`src/rtl/dm_arbiter_if.sv`:
```
// rtl/dm_arbiter_if.sv - requester and DM-port signal bundle for dm_arbiter
// slave: arbiter side; master: requesters plus DM array side.
interface dm_arbiter_if;
  logic        m0_req;
  logic [31:0] m0_addr;
  logic [3:0]  m0_byteen;
  logic [31:0] m0_wdata;
  logic        m0_gnt;
  logic        m0_rvalid;
  logic [31:0] m0_rdata;
  logic        m0_err;

  logic        m1_req;
  logic [31:0] m1_addr;
  logic [3:0]  m1_byteen;
  logic [31:0] m1_wdata;
  logic        m1_gnt;
  logic        m1_rvalid;
  logic [31:0] m1_rdata;
  logic        m1_err;

  logic [31:0] mem_addr;
  logic [3:0]  mem_byteen;
  logic [31:0] mem_wdata;
  logic [31:0] mem_rdata;

  modport slave (
    input  m0_req, m0_addr, m0_byteen, m0_wdata,
    output m0_gnt, m0_rvalid, m0_rdata, m0_err,
    input  m1_req, m1_addr, m1_byteen, m1_wdata,
    output m1_gnt, m1_rvalid, m1_rdata, m1_err,
    output mem_addr, mem_byteen, mem_wdata,
    input  mem_rdata
  );

  modport master (
    output m0_req, m0_addr, m0_byteen, m0_wdata,
    input  m0_gnt, m0_rvalid, m0_rdata, m0_err,
    output m1_req, m1_addr, m1_byteen, m1_wdata,
    input  m1_gnt, m1_rvalid, m1_rdata, m1_err,
    input  mem_addr, mem_byteen, mem_wdata,
    output mem_rdata
  );
endinterface

```
`src/rtl/dm_arbiter.sv`:
```
// rtl/dm_arbiter.sv - two-port data-memory arbiter with registered responses
// DMARB_RR_EN defined: round-robin; undefined: fixed M0 priority with M1 anti-starvation.
module dm_arbiter #(
  parameter int unsigned DEPTH_WORDS = 4096,
  parameter int unsigned STARVE_MAX  = 4,
  parameter int unsigned CNT_W       = 3
) (
  input  logic         clk,
  input  logic         reset,
  dm_arbiter_if.slave  bus
);

  localparam logic [29:0] DEPTH_LIM = 30'(DEPTH_WORDS);

  logic        gnt0;
  logic        gnt1;
  logic [31:0] win_addr;
  logic [3:0]  win_byteen;
  logic [31:0] win_wdata;
  logic        win_in_range;

  logic        m0_rvalid_q, m0_rvalid_d;
  logic        m0_err_q,    m0_err_d;
  logic [31:0] m0_rdata_q,  m0_rdata_d;
  logic        m1_rvalid_q, m1_rvalid_d;
  logic        m1_err_q,    m1_err_d;
  logic [31:0] m1_rdata_q,  m1_rdata_d;

`ifdef DMARB_RR_EN
  // rr_ptr: 0 favours M0 on a tie, 1 favours M1.
  logic rr_ptr_q, rr_ptr_d;

  always_comb begin
    gnt0     = 1'b0;
    gnt1     = 1'b0;
    rr_ptr_d = rr_ptr_q;
    if (reset) begin
      if (bus.m0_req && bus.m1_req) begin
        gnt0 = ~rr_ptr_q;
        gnt1 = rr_ptr_q;
      end else begin
        gnt0 = bus.m0_req;
        gnt1 = bus.m1_req;
      end
      if (gnt0) begin
        rr_ptr_d = 1'b1;
      end else if (gnt1) begin
        rr_ptr_d = 1'b0;
      end
    end
  end

  always_ff @(posedge clk or negedge reset) begin
    if (!reset) begin
      rr_ptr_q <= 1'b0;
    end else begin
      rr_ptr_q <= rr_ptr_d;
    end
  end
`else
  localparam logic [CNT_W-1:0] STARVE_LIM = CNT_W'(STARVE_MAX);

  logic [CNT_W-1:0] starve_cnt_q, starve_cnt_d;
  logic             starve_hit;

  always_comb begin
    gnt0         = 1'b0;
    gnt1         = 1'b0;
    starve_hit   = (starve_cnt_q == STARVE_LIM);
    starve_cnt_d = starve_cnt_q;
    if (reset) begin
      gnt1 = bus.m1_req && (!bus.m0_req || starve_hit);
      gnt0 = bus.m0_req && !gnt1;
      if (gnt1) begin
        starve_cnt_d = '0;
      end else if (bus.m1_req && !starve_hit) begin
        starve_cnt_d = starve_cnt_q + CNT_W'(1);
      end
    end
  end

  always_ff @(posedge clk or negedge reset) begin
    if (!reset) begin
      starve_cnt_q <= '0;
    end else begin
      starve_cnt_q <= starve_cnt_d;
    end
  end
`endif

  // Winner payload mux; an idle cycle presents address 0 with no lanes.
  always_comb begin
    win_addr   = 32'h0;
    win_byteen = 4'h0;
    win_wdata  = 32'h0;
    if (gnt1) begin
      win_addr   = bus.m1_addr;
      win_byteen = bus.m1_byteen;
      win_wdata  = bus.m1_wdata;
    end else if (gnt0) begin
      win_addr   = bus.m0_addr;
      win_byteen = bus.m0_byteen;
      win_wdata  = bus.m0_wdata;
    end
    win_in_range = (win_addr[31:2] < DEPTH_LIM);
  end

  assign bus.mem_addr   = win_addr & 32'hFFFF_FFFC;
  assign bus.mem_byteen = win_in_range ? win_byteen : 4'h0;
  assign bus.mem_wdata  = win_wdata;

  // Reads capture the array; out-of-range returns zero; in-range writes keep the old rdata.
  always_comb begin
    m0_rvalid_d = gnt0;
    m0_err_d    = gnt0 && !win_in_range;
    m0_rdata_d  = m0_rdata_q;
    if (gnt0) begin
      if (!win_in_range) begin
        m0_rdata_d = 32'h0;
      end else if (win_byteen == 4'h0) begin
        m0_rdata_d = bus.mem_rdata;
      end
    end

    m1_rvalid_d = gnt1;
    m1_err_d    = gnt1 && !win_in_range;
    m1_rdata_d  = m1_rdata_q;
    if (gnt1) begin
      if (!win_in_range) begin
        m1_rdata_d = 32'h0;
      end else if (win_byteen == 4'h0) begin
        m1_rdata_d = bus.mem_rdata;
      end
    end
  end

  always_ff @(posedge clk or negedge reset) begin
    if (!reset) begin
      m0_rvalid_q <= 1'b0;
      m0_err_q    <= 1'b0;
      m0_rdata_q  <= 32'h0;
      m1_rvalid_q <= 1'b0;
      m1_err_q    <= 1'b0;
      m1_rdata_q  <= 32'h0;
    end else begin
      m0_rvalid_q <= m0_rvalid_d;
      m0_err_q    <= m0_err_d;
      m0_rdata_q  <= m0_rdata_d;
      m1_rvalid_q <= m1_rvalid_d;
      m1_err_q    <= m1_err_d;
      m1_rdata_q  <= m1_rdata_d;
    end
  end

  assign bus.m0_gnt    = gnt0;
  assign bus.m0_rvalid = m0_rvalid_q;
  assign bus.m0_err    = m0_err_q;
  assign bus.m0_rdata  = m0_rdata_q;
  assign bus.m1_gnt    = gnt1;
  assign bus.m1_rvalid = m1_rvalid_q;
  assign bus.m1_err    = m1_err_q;
  assign bus.m1_rdata  = m1_rdata_q;

endmodule

```
`src/flat_wrapper.sv`:
```
// flat-port wrapper written by rule: the top's interface ports become plain ports
module dm_arbiter_flat 
#(
  parameter int unsigned DEPTH_WORDS = 4096,
  parameter int unsigned STARVE_MAX  = 4,
  parameter int unsigned CNT_W       = 3
)
  (clk, reset, bus_m0_req, bus_m0_addr, bus_m0_byteen, bus_m0_wdata, bus_m0_gnt, bus_m0_rvalid, bus_m0_rdata, bus_m0_err, bus_m1_req, bus_m1_addr, bus_m1_byteen, bus_m1_wdata, bus_m1_gnt, bus_m1_rvalid, bus_m1_rdata, bus_m1_err, bus_mem_addr, bus_mem_byteen, bus_mem_wdata, bus_mem_rdata);
  dm_arbiter_if bus_i ();
  input  logic clk;
  input  logic reset;
  input wire logic [$bits(bus_i.m0_req)-1:0] bus_m0_req;
  input wire logic [$bits(bus_i.m0_addr)-1:0] bus_m0_addr;
  input wire logic [$bits(bus_i.m0_byteen)-1:0] bus_m0_byteen;
  input wire logic [$bits(bus_i.m0_wdata)-1:0] bus_m0_wdata;
  output wire logic [$bits(bus_i.m0_gnt)-1:0] bus_m0_gnt;
  output wire logic [$bits(bus_i.m0_rvalid)-1:0] bus_m0_rvalid;
  output wire logic [$bits(bus_i.m0_rdata)-1:0] bus_m0_rdata;
  output wire logic [$bits(bus_i.m0_err)-1:0] bus_m0_err;
  input wire logic [$bits(bus_i.m1_req)-1:0] bus_m1_req;
  input wire logic [$bits(bus_i.m1_addr)-1:0] bus_m1_addr;
  input wire logic [$bits(bus_i.m1_byteen)-1:0] bus_m1_byteen;
  input wire logic [$bits(bus_i.m1_wdata)-1:0] bus_m1_wdata;
  output wire logic [$bits(bus_i.m1_gnt)-1:0] bus_m1_gnt;
  output wire logic [$bits(bus_i.m1_rvalid)-1:0] bus_m1_rvalid;
  output wire logic [$bits(bus_i.m1_rdata)-1:0] bus_m1_rdata;
  output wire logic [$bits(bus_i.m1_err)-1:0] bus_m1_err;
  output wire logic [$bits(bus_i.mem_addr)-1:0] bus_mem_addr;
  output wire logic [$bits(bus_i.mem_byteen)-1:0] bus_mem_byteen;
  output wire logic [$bits(bus_i.mem_wdata)-1:0] bus_mem_wdata;
  input wire logic [$bits(bus_i.mem_rdata)-1:0] bus_mem_rdata;
  assign bus_i.m0_req = bus_m0_req;
  assign bus_i.m0_addr = bus_m0_addr;
  assign bus_i.m0_byteen = bus_m0_byteen;
  assign bus_i.m0_wdata = bus_m0_wdata;
  assign bus_m0_gnt = bus_i.m0_gnt;
  assign bus_m0_rvalid = bus_i.m0_rvalid;
  assign bus_m0_rdata = bus_i.m0_rdata;
  assign bus_m0_err = bus_i.m0_err;
  assign bus_i.m1_req = bus_m1_req;
  assign bus_i.m1_addr = bus_m1_addr;
  assign bus_i.m1_byteen = bus_m1_byteen;
  assign bus_i.m1_wdata = bus_m1_wdata;
  assign bus_m1_gnt = bus_i.m1_gnt;
  assign bus_m1_rvalid = bus_i.m1_rvalid;
  assign bus_m1_rdata = bus_i.m1_rdata;
  assign bus_m1_err = bus_i.m1_err;
  assign bus_mem_addr = bus_i.mem_addr;
  assign bus_mem_byteen = bus_i.mem_byteen;
  assign bus_mem_wdata = bus_i.mem_wdata;
  assign bus_i.mem_rdata = bus_mem_rdata;
  dm_arbiter #(.DEPTH_WORDS(DEPTH_WORDS), .STARVE_MAX(STARVE_MAX), .CNT_W(CNT_W)) u_core (.clk(clk), .reset(reset), .bus(bus_i));
endmodule
```
`config.mk`:
```
export PLATFORM = sky130hd
export DESIGN_NAME = dm_arbiter_flat
export DESIGN_NICKNAME = d
export VERILOG_FILES = /design/src/rtl/dm_arbiter_if.sv /design/src/rtl/dm_arbiter.sv /design/src/flat_wrapper.sv
export SDC_FILE = /design/constraint.sdc
export NUM_CORES = 1
export LEC_CHECK = 0
export ABC_CLOCK_PERIOD_IN_PS = 6240
export BUFFER_PORTS_ARGS = -buffer_cell sky130_fd_sc_hd__clkbuf_2
export CORE_AREA = 2 2 119 121
export CTS_CLUSTER_SIZE = 25
export DETAILED_ROUTE_END_ITERATION = 7
export DIE_AREA = 0 0 121 123
export MAX_ROUTING_LAYER = met4
export SYNTH_ARGS = -nofsm -noshare
export SYNTH_HDL_FRONTEND = slang
export SYNTH_SLANG_ARGS = --single-unit
```
`constraint.sdc`:
```
create_clock -name clk -period 6.24 [get_ports clk]
set_clock_uncertainty 0.05 [all_clocks]
set_input_delay 0 -clock clk [delete_from_list [all_inputs] [get_ports clk]]
set_output_delay 0 -clock clk [all_outputs]
set_load 0.01 [all_outputs]
```
; Word-level counts from Yosys, hierarchy flattened
; Index checks and enable logic that the tools add are counted.
[word_totals]
reg_bits = 71
latch_bits = 0
mem_bits_rw = 0
rom_bits = 0
in_bits = 172
output_inout_bits = 138
wordCells = 39
mem_count = 0
[classes]
add_sub_neg = 1
mul = 0
n_div = 0
n_lt_le_gt_ge = 1
n_eq_ne = 2
shifts = 0
muxes = 13
bitwise_logic = 0
n_reduce_logical = 15
[ops]
columns = cell, n
row1 = $mux W32, 6
row2 = $lt A30 B13 Y1 const B, 1
row3 = $mux W4, 3
row4 = $mux W3, 2
row5 = $reduce_and A2 Y1, 3
row6 = $logic_and A1 B1 Y1, 5
row7 = $logic_not A1 Y1, 4
row8 = $logic_not A4 Y1, 1
row9 = $add A3 B1 Y3 const B, 1
row10 = $eq A3 B3 Y1 const B, 1
row11 = $mux W1, 2
row12 = $ne A2 B2 Y1 const B, 1
row13 = $reduce_bool A2 Y1, 1
row14 = $logic_or A1 B1 Y1, 1

; Depth between registers and ports, before layout
[depth]
ltp_word = 11
mapped_depth = 9
depth_no_buf = 8

; Worst setup path before layout
; OpenSTA, ideal clock, no wires.
[synth_path]
path_kind = register to register
from = register u_core.starve_cnt_q[0]
to = register u_core.m1_rdata_q[12] (netlist: u_core.bus.m1_rdata[12])
setup_ns = 0.064
arrival_time_ns = 2.050
t_required_ns = 6.126
slack_ns = 4.077
stages_incl_launch_ff = 10
path_buffers = 1
synth_period_minus_slack_ns = 2.163
cell_sequence = dfrtp_1 inv_1 ha_1 a21boi_1 or2_2 inv_2 a22oi_2 nor4b_2 buf_2 a22o_2
[synth_between]
elab_chain_len = 11
word_cells_on_any_way = 16
cone_classes = order compare: 1 / eq/ne: 2 / mux: 7 / reduce/logical: 6
[synth_lines]
columns = item, line
row1 = start: declaration, dm_arbiter.sv:63  ; logic [CNT_W-1:0] starve_cnt_q, starve_cnt_d;
row2 = start signal: assignment, dm_arbiter.sv:86  ; starve_cnt_q <= starve_cnt_d;
row3 = $eq A3 B3 Y1 (*), dm_arbiter.sv:69  ; starve_hit = (starve_cnt_q == STARVE_LIM);
row4 = $logic_or A1 B1 Y1 (*), dm_arbiter.sv:72  ; gnt1 = bus.m1_req && (!bus.m0_req || starve_hit);
row5 = $logic_and A1 B1 Y1 (*), dm_arbiter.sv:72
row6 = $logic_not A1 Y1, dm_arbiter.sv:73  ; gnt0 = bus.m0_req && !gnt1;
row7 = $logic_and A1 B1 Y1, dm_arbiter.sv:73
row8 = $mux W1, dm_arbiter.sv:71  ; if (reset) begin
row9 = $mux W32 / $mux W4 (equally long branches), dm_arbiter.sv:100  ; end else if (gnt0) begin
row10 = $mux W32 / $mux W4 (equally long branches), dm_arbiter.sv:96  ; if (gnt1) begin
row11 = $lt A30 B13 Y1 / $logic_not A4 Y1 (equally long branches), "dm_arbiter.sv:105, dm_arbiter.sv:131"
row12 = $ne A2 B2 Y1 (no line), --
row13 = $reduce_and A2 Y1 (no line), --
row14 = end signal: assignment, dm_arbiter.sv:151  ; m1_rdata_q <= m1_rdata_d;
row15 = end: declaration, dm_arbiter.sv:27  ; logic [31:0] m1_rdata_q, m1_rdata_d;
; Every way passes the cells marked *; elsewhere a longest branch is shown, timed or not.
; A chain may end at the register's enable or synchronous reset.

; Final worst setup path
[layout_path]
from = register u_core.starve_cnt_q[0]
to = register u_core.m1_rdata_q[24] (netlist: u_core.bus.m1_rdata[24])
; The elaborated chain is that of the path after synthesis.

==> results_dict.tcl <==
set metrics [dict create \
    synth_warnings 0 \
    synth.top_cells.by_area "dfrtp_1 52%, a22o_1 25%, a22o_2 8.2%" \
    critical_path.cell_chain "inv_1, ha_1, a21boi_1, or2_2, inv_2, a22oi_2, o41ai_4, buf_4, a22o_2" \
    drive_above_1_share_pct 58.9 \
    grt_max_degree 71 \
    critPathTopFamily "compound AO/OA/AOI/OAI gates" \
    final_common_cell "clkbuf_2" \
    cp.buffers_inverters 3 \
    cts_sinks 71 \
    via_per_inst 4.90 \
    min_from "bus_m0_addr[20]" \
    maxSlewHeadroom_pct 21.8 \
    slew_viol_final 0 \
    core_area_um2 13600 \
    synthMuxAreaShare_pct 0 \
    max_freq_mhz 258 \
    hpwl_um 12000 \
    num-nets-final 784 \
    clk_pin_slew_ps 60 \
    avgSynthCellArea_um2 12.3 \
    drt_first_iter_violations 194 \
    wl_um 15400 \
    ys_ff_latch 71 \
    io_pins 310 \
    period_share_pct 62.1 \
    cts_tree "built" \
    postCtsSetupRepairBufs 0 \
    r2r_end "u_core.bus.m1_rdata[24]$_DFFE_PN0P_" \
    row_count 43 \
    finalSetupViolCount 0 \
    die_w_um 121 \
    clk_latency_ps 320 \
    seq_area_frac_synth_pct 51.8 \
    grt_use_total_pct 20.6 \
    setup_tns_ps 0 \
    hold_path_end "u_core.bus.m0_err$_DFF_PN0_" \
    required_ps 6450 \
    nFillCells 1318 \
    numPortBuffers 303 \
    hold_path.class "input pin to register" \
    cts.hold.buffers_added 37 \
    wl_per_cell_um 19.3 \
    cts_root_buffer "clkbuf_16" \
    clk_path_buf_depth 2 \
    synth_compound_area_share_pct 37.4 \
    grt-ovfl-total 0 \
    r2r_slack_ps 2370 \
    syn_inst 280 \
    synth_top_family_by_area "compound AO/OA/AOI/OAI gates" \
    diodes 0 \
    yosysTopAreaCell "dfrtp_1" \
    first_pass_iters 5 \
    htree_levels 3 \
    hold_depth 3 \
    slowest_stage "inv_2" \
    grt_pass1_vias 4053 \
    cap_viol_max_count 0 \
    timing.hold.ws_ps 169 \
    max_stage_delay_ps 850 \
    postRouteAntennaNets 0 \
    cp-start-kind "register" \
    fin_cells 795 \
    post-route-min-period_ps 3870 \
    layout_common_cells "302 x clkbuf_2, 98 x a22o_1, 71 x dfrtp_1" \
    grt_pass1_wl_um 22500 \
    via_count 3894 \
    grt_setup_unrepaired "false" \
    end_kind "register" \
    synthAdderAreaFrac_pct 0.729 \
    grt_antenna_before_repair 0 \
    tightestPinTransition_ps 1170 \
    synth_top_cell_area_share_pct 51.8 \
    die_height_um 123 \
    synth_xor_xnor_area_share_pct 0 \
    setup.worst_path.class "register to register" \
    ir_worst_vdd_mv 0.172 \
    leakage_nw 3.25 \
    syn_area_um2 3430 \
    cts.repair.resized 0 \
    synth_simple_gate_area_share_pct 5.47 \
    critPathMaxFanout 70 \
    numCtsBuffers 9 \
    placed_cells 742 \
    drc 0 \
    rr_startpoint "u_core.starve_cnt_q[0]$_DFFE_PN0P_" \
    arrival_ps 4080 \
    hold_violations 0 \
    gp_congestion 1.01 \
    area_growth_pct 69.6 \
    reg2reg_depth 9 \
    power.density_nw_per_um2 210 \
    initial_core_util_pct 25.2 \
    dieArea_um2 14900 \
    run_status "finished clean" \
    synth_cell_type_count 33 \
]
-- area by class of cell --
class / instances / area (um^2) / area share [%]
Inverter: 3 / 11.3 / 0.194
Clock inverter: 6 / 83.8 / 1.44
Multi-Input combinational cell: 179 / 1550 / 26.6
Tap cell: 180 / 225 / 3.87
Sequential cell: 71 / 1780 / 30.5
Clock buffer: 10 / 239 / 4.11
Timing Repair Buffer: 346 / 1930 / 33.2
-- cell families after synthesis --
| logic type | count (synthesis) |
|---|---|
| buffers and inverters | 31 |
| AOI/OAI and AO/OA | 142 |
| adders and majority gates | 2 |
| and+or+nand+nor | 33 |
| DFF | 71 |
| other | 1 |
-- through the flow --
step           setup slack [ps]  cell area, um^2  total power [mW]  utilization, %
2_1_floorplan              4080             3440             0.549               -
3_5_place_dp               2290             5130             0.665            37.7
5_1_grt                    2060             5820              1.28            42.8
6_report                   2370             5820              1.22            42.8
4_1_cts                    2280             5820              1.24            42.8
3_3_place_gp               2350             5130             0.662            37.7
-- Yosys cell counts --
cell       n
o41ai_4    1
nand4_1    1
a22oi_2    1
inv_1      2
o31a_1     1
conb_1     1
buf_1      2
a22oi_1    4
or4_4      1
a22o_1    98
dfrtp_1   71
or4_1      2
nor2_1     8
nand2_1    8
ha_1       2
a31oi_1    1
or2_2      1
o21ai_0    4
a22o_2    28
clkbuf_1  15
nor4_1     7
a311o_1    1
nor4_2     1
nand3_1    2
nor3b_1    1
buf_2      6
a21boi_1   1
buf_6      3
nor4b_2    1
inv_2      1
o41ai_2    1
buf_4      2
o21bai_1   1
-- sequential cells by signal, summed over array words and instances, names as in the netlist --
register              cells
u_core.bus.m0_rvalid      1
u_core.bus.m1_rdata      32
u_core.bus.m0_err         1
u_core.bus.m1_rvalid      1
u_core.bus.m0_rdata      32
u_core.starve_cnt_q       3
u_core.bus.m1_err         1
-- worst max-delay path by stage --
stage,start,to,cells after the start
after floorplan,u_core.starve_cnt_q[0]$_DFFE_PN0P_,u_core.bus.m1_rdata[12]$_DFFE_PN0P_,9
after global placement,u_core.starve_cnt_q[0]$_DFFE_PN0P_,u_core.bus.m1_rdata[19]$_DFFE_PN0P_,9
after detailed placement,u_core.starve_cnt_q[0]$_DFFE_PN0P_,u_core.bus.m1_rdata[24]$_DFFE_PN0P_,9
after CTS,u_core.starve_cnt_q[0]$_DFFE_PN0P_,u_core.bus.m1_rdata[24]$_DFFE_PN0P_,9
after global routing,u_core.starve_cnt_q[0]$_DFFE_PN0P_,u_core.bus.m1_rdata[24]$_DFFE_PN0P_,9
final,u_core.starve_cnt_q[0]$_DFFE_PN0P_,u_core.bus.m1_rdata[24]$_DFFE_PN0P_,9
-- report_power, final --
group          internal (mW)  switching, mW  leakage (nW)
Sequential             0.465        0.00305         0.987
Clock                  0.359          0.190         0.162
Combinational         0.0979          0.109          2.10
Total                  0.922          0.302          3.25
-- worst min-delay path: cells and delay by family --
family                 cells  cell delay (ps)
AO/OA/AOI/OAI              1              240
buffers and inverters      1               90
AND/OR/NAND/NOR            1              150
-- routing by layer --
metal	vias up	track usage (%)	share of wire, %
met1	1905	25.8	44
met2	177	33.8	48
met3	18	5.03	6.7
met5	-	-	0
li1	1794	-	-
met4	0	4.80	1.5
No activity file was read; power rests on OpenSTA's default activity.
